--- src/rtl/l2req_credit_scheduler_pkg.sv ---
// Shared unit indices and width helpers for the L2 request credit scheduler.
package l2req_credit_scheduler_pkg;

    localparam int L2_UNIT_ICACHE = 0;
    localparam int L2_UNIT_DCACHE = 1;
    localparam int L2_UNIT_STBUF  = 2;
    localparam int L2_NUM_UNITS   = L2_UNIT_STBUF + 1;

    // A single requester still needs a one-bit unit id on the L2 side.
    function automatic int unit_width(input int n);
        return (n > 1) ? $clog2(n) : 1;
    endfunction

endpackage

--- src/rtl/l2req_rr_picker.sv ---
// Round-robin picker: first asserted request at or after the pointer, wrapping, as a one-hot grant.
module l2req_rr_picker #(
    parameter int NUM_REQUESTERS = 3,
    parameter int PTR_WIDTH      = 2
) (
    input  logic [NUM_REQUESTERS-1:0] req_i,
    input  logic [PTR_WIDTH-1:0]      ptr_i,
    output logic [NUM_REQUESTERS-1:0] grant_o
);

    logic found;
    int   idx;

    always_comb begin
        grant_o = '0;
        found   = 1'b0;
        idx     = 0;
        for (int k = 0; k < NUM_REQUESTERS; k++) begin
            idx = int'(ptr_i) + k;
            if (idx >= NUM_REQUESTERS) begin
                idx = idx - NUM_REQUESTERS;
            end
            if (!found && req_i[idx]) begin
                grant_o[idx] = 1'b1;
                found        = 1'b1;
            end
        end
    end

endmodule

--- src/rtl/l2req_credit_scheduler.sv ---
// Shares the L2 request port between L1-side units, capping each unit's in-flight
// requests with a credit counter and granting eligible units round-robin.
module l2req_credit_scheduler
    import l2req_credit_scheduler_pkg::*;
#(
    parameter int  NUM_REQUESTERS  = L2_NUM_UNITS,
    parameter int  PACKET_WIDTH    = 96,
    parameter int  MAX_OUTSTANDING = 4,
    localparam int UNIT_WIDTH      = unit_width(NUM_REQUESTERS),
    localparam int CNT_WIDTH       = $clog2(MAX_OUTSTANDING + 1)
) (
    input  logic                                   clk,
    input  logic                                   reset,
    input  logic [NUM_REQUESTERS-1:0]              req_valid,
    input  logic [NUM_REQUESTERS*PACKET_WIDTH-1:0] req_packet,
    output logic [NUM_REQUESTERS-1:0]              req_ready,
    output logic                                   l2req_valid,
    output logic [PACKET_WIDTH-1:0]                l2req_packet,
    output logic [UNIT_WIDTH-1:0]                  l2req_unit,
    input  logic                                   l2req_ready,
    input  logic                                   l2rsp_valid,
    input  logic [UNIT_WIDTH-1:0]                  l2rsp_unit,
    output logic [NUM_REQUESTERS*CNT_WIDTH-1:0]    outstanding,
    output logic                                   idle,
    output logic                                   credit_error
);

    localparam logic [CNT_WIDTH-1:0]  MAX_CNT  = CNT_WIDTH'(MAX_OUTSTANDING);
    localparam logic [CNT_WIDTH-1:0]  CNT_ONE  = CNT_WIDTH'(1);
    localparam logic [UNIT_WIDTH-1:0] UNIT_ONE = UNIT_WIDTH'(1);

    logic [CNT_WIDTH-1:0]      cnt_q [NUM_REQUESTERS];
    logic [CNT_WIDTH-1:0]      cnt_d [NUM_REQUESTERS];
    logic                      valid_q, valid_d;
    logic [PACKET_WIDTH-1:0]   packet_q, packet_d;
    logic [UNIT_WIDTH-1:0]     unit_q, unit_d;
    logic [UNIT_WIDTH-1:0]     ptr_q, ptr_d;
    logic                      err_q, err_d;

    logic                      load;
    logic [NUM_REQUESTERS-1:0] eligible;
    logic [NUM_REQUESTERS-1:0] grant;
    logic [NUM_REQUESTERS-1:0] rsp_hit;
    logic [UNIT_WIDTH-1:0]     grant_idx;
    logic [PACKET_WIDTH-1:0]   grant_packet;
    logic                      rsp_in_range;
    logic                      any_busy;

    // Handshake: the output stage reloads when empty or when L2 takes it this cycle,
    // so back-to-back grants run without a bubble. A unit's request is taken exactly
    // when req_ready[i] is high at the clock edge; l2req_* transfers on valid && ready.
    assign load = !valid_q || l2req_ready;

    always_comb begin
        eligible = '0;
        for (int i = 0; i < NUM_REQUESTERS; i++) begin
            eligible[i] = req_valid[i] && (cnt_q[i] < MAX_CNT) && load;
        end
    end

    l2req_rr_picker #(
        .NUM_REQUESTERS (NUM_REQUESTERS),
        .PTR_WIDTH      (UNIT_WIDTH)
    ) u_picker (
        .req_i   (eligible),
        .ptr_i   (ptr_q),
        .grant_o (grant)
    );

    assign req_ready = grant;

    always_comb begin
        grant_idx    = '0;
        grant_packet = '0;
        for (int i = 0; i < NUM_REQUESTERS; i++) begin
            if (grant[i]) begin
                grant_idx    = UNIT_WIDTH'(i);
                grant_packet = req_packet[i*PACKET_WIDTH +: PACKET_WIDTH];
            end
        end
    end

    assign rsp_in_range = int'(l2rsp_unit) < NUM_REQUESTERS;

    // Credit is charged at grant; a same-cycle grant and response on one unit cancel.
    always_comb begin
        err_d   = err_q;
        rsp_hit = '0;
        if (l2rsp_valid && !rsp_in_range) begin
            err_d = 1'b1;
        end
        for (int i = 0; i < NUM_REQUESTERS; i++) begin
            cnt_d[i]   = cnt_q[i];
            rsp_hit[i] = l2rsp_valid && rsp_in_range && (l2rsp_unit == UNIT_WIDTH'(i));
            if (grant[i] && !rsp_hit[i]) begin
                cnt_d[i] = cnt_q[i] + CNT_ONE;
            end else if (rsp_hit[i] && !grant[i]) begin
                if (cnt_q[i] == '0) begin
                    err_d = 1'b1;
                end else begin
                    cnt_d[i] = cnt_q[i] - CNT_ONE;
                end
            end
        end
    end

    always_comb begin
        valid_d  = valid_q;
        packet_d = packet_q;
        unit_d   = unit_q;
        ptr_d    = ptr_q;
        if (load) begin
            valid_d = |grant;
            if (|grant) begin
                packet_d = grant_packet;
                unit_d   = grant_idx;
                ptr_d    = (int'(grant_idx) == NUM_REQUESTERS - 1) ? '0 : grant_idx + UNIT_ONE;
            end
        end
    end

    always_ff @(posedge clk or posedge reset) begin
        if (reset) begin
            valid_q  <= 1'b0;
            packet_q <= '0;
            unit_q   <= '0;
            ptr_q    <= '0;
            err_q    <= 1'b0;
            for (int i = 0; i < NUM_REQUESTERS; i++) begin
                cnt_q[i] <= '0;
            end
        end else begin
            valid_q  <= valid_d;
            packet_q <= packet_d;
            unit_q   <= unit_d;
            ptr_q    <= ptr_d;
            err_q    <= err_d;
            for (int i = 0; i < NUM_REQUESTERS; i++) begin
                cnt_q[i] <= cnt_d[i];
            end
        end
    end

    always_comb begin
        outstanding = '0;
        any_busy    = 1'b0;
        for (int i = 0; i < NUM_REQUESTERS; i++) begin
            outstanding[i*CNT_WIDTH +: CNT_WIDTH] = cnt_q[i];
            any_busy = any_busy || (cnt_q[i] != '0);
        end
    end

    assign l2req_valid  = valid_q;
    assign l2req_packet = packet_q;
    assign l2req_unit   = unit_q;
    assign credit_error = err_q;
    assign idle         = !any_busy && !valid_q;

endmodule

--- config.mk ---
export PLATFORM = sky130hd
export DESIGN_NAME = l2req_credit_scheduler
export DESIGN_NICKNAME = d
export VERILOG_FILES = /design/src/rtl/l2req_credit_scheduler_pkg.sv /design/src/rtl/l2req_rr_picker.sv /design/src/rtl/l2req_credit_scheduler.sv
export SDC_FILE = /design/constraint.sdc
export NUM_CORES = 1
export LEC_CHECK = 0
export CAP_MARGIN = 20
export CORE_ASPECT_RATIO = 0.5
export CORE_UTILIZATION = 35
export DETAILED_ROUTE_END_ITERATION = 8
export PLACE_DENSITY = 0.79
export SETUP_SLACK_MARGIN = 0.1
export SYNTH_ARGS = -nofsm -noshare
export SYNTH_HDL_FRONTEND = slang
export SYNTH_SLANG_ARGS = --single-unit
--- constraint.sdc ---
create_clock -name clk -period 3.7 [get_ports clk]
set_clock_uncertainty 0.05 [all_clocks]
set_input_delay 0.925 -clock clk [delete_from_list [all_inputs] [get_ports clk]]
set_output_delay 0.925 -clock clk [all_outputs]
set_load 0.005 [all_outputs]
# [Word-level counts from Yosys, hierarchy flattened]
# Cells that the tools add are included.
# W data, S select, Z words.
[totals] regBits=111 in_bits=297
[classes] add_sub_neg=12 order_cmp=13 eq_ne=6 mux=48 bitwise_logic=2 reduce_logical=52
[op_table] op="$mux W96" count=3
[op_table] op="$ge A32 B1 Y1 const B" count=3
[op_table] op="$lt A32 B4 Y1 const B" count=3
[op_table] op="$mux W32" count=3
[op_table] op="$ge A32 B3 Y1 const B" count=2
[op_table] op="$sub A32 B3 Y32 const B" count=2
[op_table] op="$mux W3" count=12
[op_table] op="$logic_and A1 B1 Y1" count=23
[op_table] op="$mux W1" count=22
[op_table] op="$logic_not A1 Y1" count=11
[op_table] op="$add A3 B1 Y3 const B" count=3
[op_table] op="$logic_not A3 Y1" count=3
[op_table] op="$lt A3 B3 Y1 const B" count=3
[op_table] op="$reduce_bool A3 Y1" count=3
[op_table] op="$sub A3 B1 Y3 const B" count=3
[op_table] op="$reduce_and A2 Y1" count=4
[op_table] op="$bmux W1 S2" count=3
[op_table] op="$demux W1 S2" count=3
[op_table] op="$ne A2 B2 Y1 const B" count=3
[op_table] op="$or A3 B3 Y3" count=2
[op_table] op="$reduce_bool A2 Y1" count=3
[op_table] op="$eq A2 B2 Y1 const B" count=2
[op_table] op="$mux W2" count=2
[op_table] op="$add A2 B1 Y3 const B" count=1
[op_table] op="9 further kinds" count=11

# [Logic depth before layout (Yosys ltp)]
[depth] word_depth=23 ltp_mapped=18

# [By module]
# A second synthesis with hierarchy kept.
[hier_totals] hier_cells=686 area_unflattened_um2=6557.5
[by_module_without_submodules] module="l2req_credit_scheduler" n_inst=1 cells_per_inst=651 area_each_um2=6292.3 seq_area_each_um2=2752.6
[by_module_without_submodules] module="l2req_rr_picker" n_inst=1 cells_per_inst=35 area_each_um2=265.3 seq_area_each_um2=0.0

# [Worst setup path after synthesis]
# Ideal clock, no wire load.
[synth_timing] kind="input port to flip-flop" startpoint="input port l2req_ready" endpoint="register cnt_q (netlist bit outstanding[5])" setup_ns=0.095 arrival_ns=3.509 required_ns=3.555 path_slack_ns=0.046 cell_stages=15 n_path_buf=4 path_cell_list="nor2b_4 buf_6 nor4b_2 or3_1 o211a_4 inv_4 buf_6 buf_4 ha_1 clkbuf_1 inv_1 fa_1 nor3_1 a21oi_1 o31ai_1"
[synth_via] elab_chain_cells=16 word_cells_on_any_way=31 classes_between="1 x eq/ne; 15 x mux; 2 x bitwise; 13 x reduce/logical"
[synth_lines] element="start, declared" line_no="l2req_credit_scheduler.sv:20" rtl="input logic l2req_ready,"
[synth_lines] element="$logic_or A1 B1 Y1 (*)" line_no="l2req_credit_scheduler.sv:52" rtl="assign load = !valid_q || l2req_ready;"
[synth_lines] element="$logic_and A1 B1 Y1" line_no="l2req_credit_scheduler.sv:57" rtl="eligible[i] = req_valid[i] && (cnt_q[i] < MAX_CNT) && load;"
[synth_lines] element="$bmux W1 S2" line_no="l2req_rr_picker.sv:23" rtl="if (!found && req_i[idx]) begin"
[synth_lines] element="$mux W1 (implied by the code) (2 in series)" line_no="l2req_rr_picker.sv:23"
[synth_lines] element="$mux W1" line_no="l2req_rr_picker.sv:23"
[synth_lines] element="$logic_not A1 Y1" line_no="l2req_rr_picker.sv:23"
[synth_lines] element="$logic_and A1 B1 Y1" line_no="l2req_rr_picker.sv:23"
[synth_lines] element="$mux W1" line_no="l2req_rr_picker.sv:23"
[synth_lines] element="$logic_not A1 Y1" line_no="l2req_rr_picker.sv:23"
[synth_lines] element="$logic_and A1 B1 Y1" line_no="l2req_rr_picker.sv:23"
[synth_lines] element="$mux W3 (*)" line_no="l2req_rr_picker.sv:23"
[synth_lines] element="net req_ready[1]" line_no="l2req_credit_scheduler.sv:16" rtl="output logic [NUM_REQUESTERS-1:0] req_ready,"
[synth_lines] element="$logic_not A1 Y1" line_no="l2req_credit_scheduler.sv:97" rtl="end else if (rsp_hit[i] && !grant[i]) begin"
[synth_lines] element="$logic_and A1 B1 Y1" line_no="l2req_credit_scheduler.sv:97"
[synth_lines] element="$reduce_bool A2 Y1 (no source line)"
[synth_lines] element="$reduce_and A2 Y1 (no source line)"
[synth_lines] element="end signal, assigned by index" line_no="l2req_credit_scheduler.sv:139" rtl="cnt_q[i] <= cnt_d[i];"
[synth_lines] element="end, declared" line_no="l2req_credit_scheduler.sv:32" rtl="logic [CNT_WIDTH-1:0] cnt_q [NUM_REQUESTERS];"
# Mark *: on every way through the listed nets, which the timed path passes. The rest lies on a longest branch. The select of a mux whose other input is x is not followed.
# A chain may end at the register's enable or synchronous reset.

# [Worst setup path after layout]
[layout_timing] startpoint="input port l2req_ready" endpoint="output port req_ready[2]"
[layout_via] elab_chain_cells=12 word_cells_on_any_way=24 classes_between="14 x mux; 2 x bitwise; 8 x reduce/logical"
[layout_lines] element="$logic_or A1 B1 Y1 (*)" line_no="l2req_credit_scheduler.sv:52"
[layout_lines] element="$logic_and A1 B1 Y1" line_no="l2req_credit_scheduler.sv:57"
[layout_lines] element="$bmux W1 S2" line_no="l2req_rr_picker.sv:23"
[layout_lines] element="$mux W1 (implied by the code) (2 in series)" line_no="l2req_rr_picker.sv:23"
[layout_lines] element="$mux W1" line_no="l2req_rr_picker.sv:23"
[layout_lines] element="$logic_not A1 Y1" line_no="l2req_rr_picker.sv:23"
[layout_lines] element="$logic_and A1 B1 Y1" line_no="l2req_rr_picker.sv:23"
[layout_lines] element="$mux W1" line_no="l2req_rr_picker.sv:23"
[layout_lines] element="$logic_not A1 Y1" line_no="l2req_rr_picker.sv:23"
[layout_lines] element="$logic_and A1 B1 Y1" line_no="l2req_rr_picker.sv:23"
[layout_lines] element="$mux W3 (*)" line_no="l2req_rr_picker.sv:23"
[layout_lines] element="end, declared" line_no="l2req_credit_scheduler.sv:16"
# Mark *: on every way between the ends. The rest lies on a longest branch, timed or not. The select of a mux whose other input is x is not followed.

==> results.txt <==
status: finished clean
DRC: 0
clk sink count: 110
actual slew at the worst max-slew pin: 0.678 ns
Most Crowded Layer GR: met2
total power: 11.9 mW
Via density: 5.43
total core area: 18,700 um^2
#FFs+latches synth: 110
Synth Instances: 686
Period minus WS final: 3.52 ns
syn nets: 996
Max-Cap Viols: 0
HPWL Detailed: 20.0 mm
Crit. End Element: output port
grt ovf: 0
top-count cell post-synth: dfrtp_1
via count: 7,220
Hold Path Depth: 2
CP Max Fanout: 8
initial antenna violation count: 0
Slew Viols, Final: 0
peak supply drop: 0.968 mV
Hold Fails Final Rpt: 0
post-synth top area cell: dfrtp_1
GR Util All Layers: 26.3%
Lkg Pwr: 4.37 nW
First DRT Iteration DRCs: 486
gpl congestion: 0.967
CTS root buf: clkbuf_16
Warnings, synthesis: 0
drt first pass iters: 5
pre-CTS WS: -0.300 ns
initial core utilization: 36.4%
Min-Delay Path Class: flop to flop
final worst-path cycle share: 95.2%
EDFF count, synth: 0
Setup Viol. Count Final: 0
Peak Freq: 284 MHz
Post-DP Area: 11,100 um^2
Synth area leaders: dfrtp_1 (40%), a2bb2oi_1 (11%), o311ai_1 (11%)
top_reg_cell synth: dfrtp_1
Die H: 101 um
die area: 20,100 um^2
chip width: 200 um
reg2reg path depth: 10
share of cells above drive strength 1: 7.57%
Post-Syn Area: 6830 um^2
CP Data Required Time: 2.72 ns
Routed Antenna Nets: 0
share of the synthesized area in the top cell type: 40.3%
n_diodes: 0
Worst setup SP type: input pin
Clk pin slew, worst setup/hold paths: 0.07 ns
critical path class: input pin to output port
IO Count: 410
IO buf count: 409
met2 Track Usage GR: 45.2%
Slew headroom: 54.7%
area delta synth->final: 68.4%
first-pass GRT wire length: 40.5 mm
Core Util, Final: 61.4%
Synth cell types: 53
RSZ-0062 raised after global routing: false
Hold Buf Count CTS: 0
Post-Route WL: 27.3 mm
most frequent cells after synthesis: dfrtp_1 (110), nand2_1 (101), nand2b_1 (99)
Global Route met1 Usage: 33.4%
CTS tree: built
sequential area share after synthesis: 40.3%
post-DR wirelength/cell: 20.5 um
CTS Buffer Depth: 2
Nets: 1,375
PwrDens: 1040 nW/um^2
final worst slack: 0.178 ns
number of CTS-inserted buffers: 9
critical path data arrival time: 2.55 ns
Finished Cell Area: 11,500 um^2
vias in the first global route: 7,219
Avg Cell Area, Syn: 9.95 um^2
met3 GRT Util: 5.32%
largest net degree at the start of global routing: 99
H-tree levels: 3
Skew-Pair Late Insertion Delay: 0.34 ns
Synth async-reset ratio: 100%
Std-Cell Rows: 35
## critical path: stages
cell and delay (ns):
dlygate4sd2_1 0.27, nor2b_4 0.32, nor4b_4 0.10, nor3_1 0.37
a31oi_1 0.21, o21a_4 0.17, inv_4 0.05, dlymetal6s2s_1 0.12
## power breakdown
part	total, mW	internal, mW	switching (mW)
clock network	0.977	0.525	0.452
logic	8.53	4.44	4.09
registers	2.40	1.95	0.446
## state kept, by name, summed over array words and instances (netlist names)
signal and flops:
l2req_unit 1, l2req_packet 96, credit_error 1, l2req_valid 1
outstanding 9, ptr_q 2
## placed cells by master (no fill, tap or decap), types with 5 or more instances in the layout
master	synthesis	final
nor3_1	15	14
a2bb2oi_2	7	7
nor2_1	10	10
buf_4	8	19
o311ai_2	7	7
a21oi_1	5	5
a2bb2oi_1	89	89
clkdlybuf4s50_1	0	402
buf_12	0	10
dfrtp_1	110	110
nand2b_1	99	97
o311ai_1	89	90
inv_1	12	11
ha_1	10	9
clkbuf_16	0	9
nand2_1	101	101
## layer usage
layer / share of wire, % / wire, um / vias up
met5: 0 / 0 / -
met4: 2.4 / 648 / 0
met3: 5.7 / 1550 / 46
met2: 50 / 13800 / 279
met1: 41 / 11300 / 3554
li1: - / - / 3341
## metrics by stage
step	TNS [ns]	instances	hold WS, ns
floorplan	0	686	0.429
detailed placement	-6.77	1311	0.454
global placement	-1.20	1311	0.433
CTS	-0.196	1328	0.470
finish	0	1329	0.464
global route	0	1329	0.502
## worst paths after layout
path,slack [ns],from,end
max,0.18,l2req_ready,req_ready[2]
min,0.46,credit_error,credit_error
max reg2reg,0.35,ptr_q[0],l2req_packet[0]
min reg2reg,0.46,credit_error,credit_error
max in group asynchronous,1.95,reset,l2req_packet[18]
min in group asynchronous,0.98,reset,l2req_packet[83]
## timing repair
item,CTS,global route
endpoints found under the setup margin,3,5
pin swaps,2,3
buffers inserted,1,1
resized for setup,10,13
## logic make-up (layout without fill, tap and decap cells)
family	count (synthesis)	count (layout)	share of synthesized area, %
muxes	1	1	0.147
buffers and inverters	85	469	7.64
and+or+nand+nor	249	249	19.1
adders and majority gates	13	13	2.71
xor gates and xnor gates	3	3	0.385
AOI/OAI and AO/OA	225	225	29.7
DFF	110	110	40.3
## final cells by class
class | instances | area (um^2)
clock inverters | 4 | 47.5
inverters | 15 | 68.8
flip-flops and latches | 110 | 2750
repair buffers | 438 | 4440
multi-input cells | 491 | 3630
clock buffers | 12 | 236
fillers | 1586 | 7240
well taps | 259 | 324
Power figures use the tool's default switching activity.
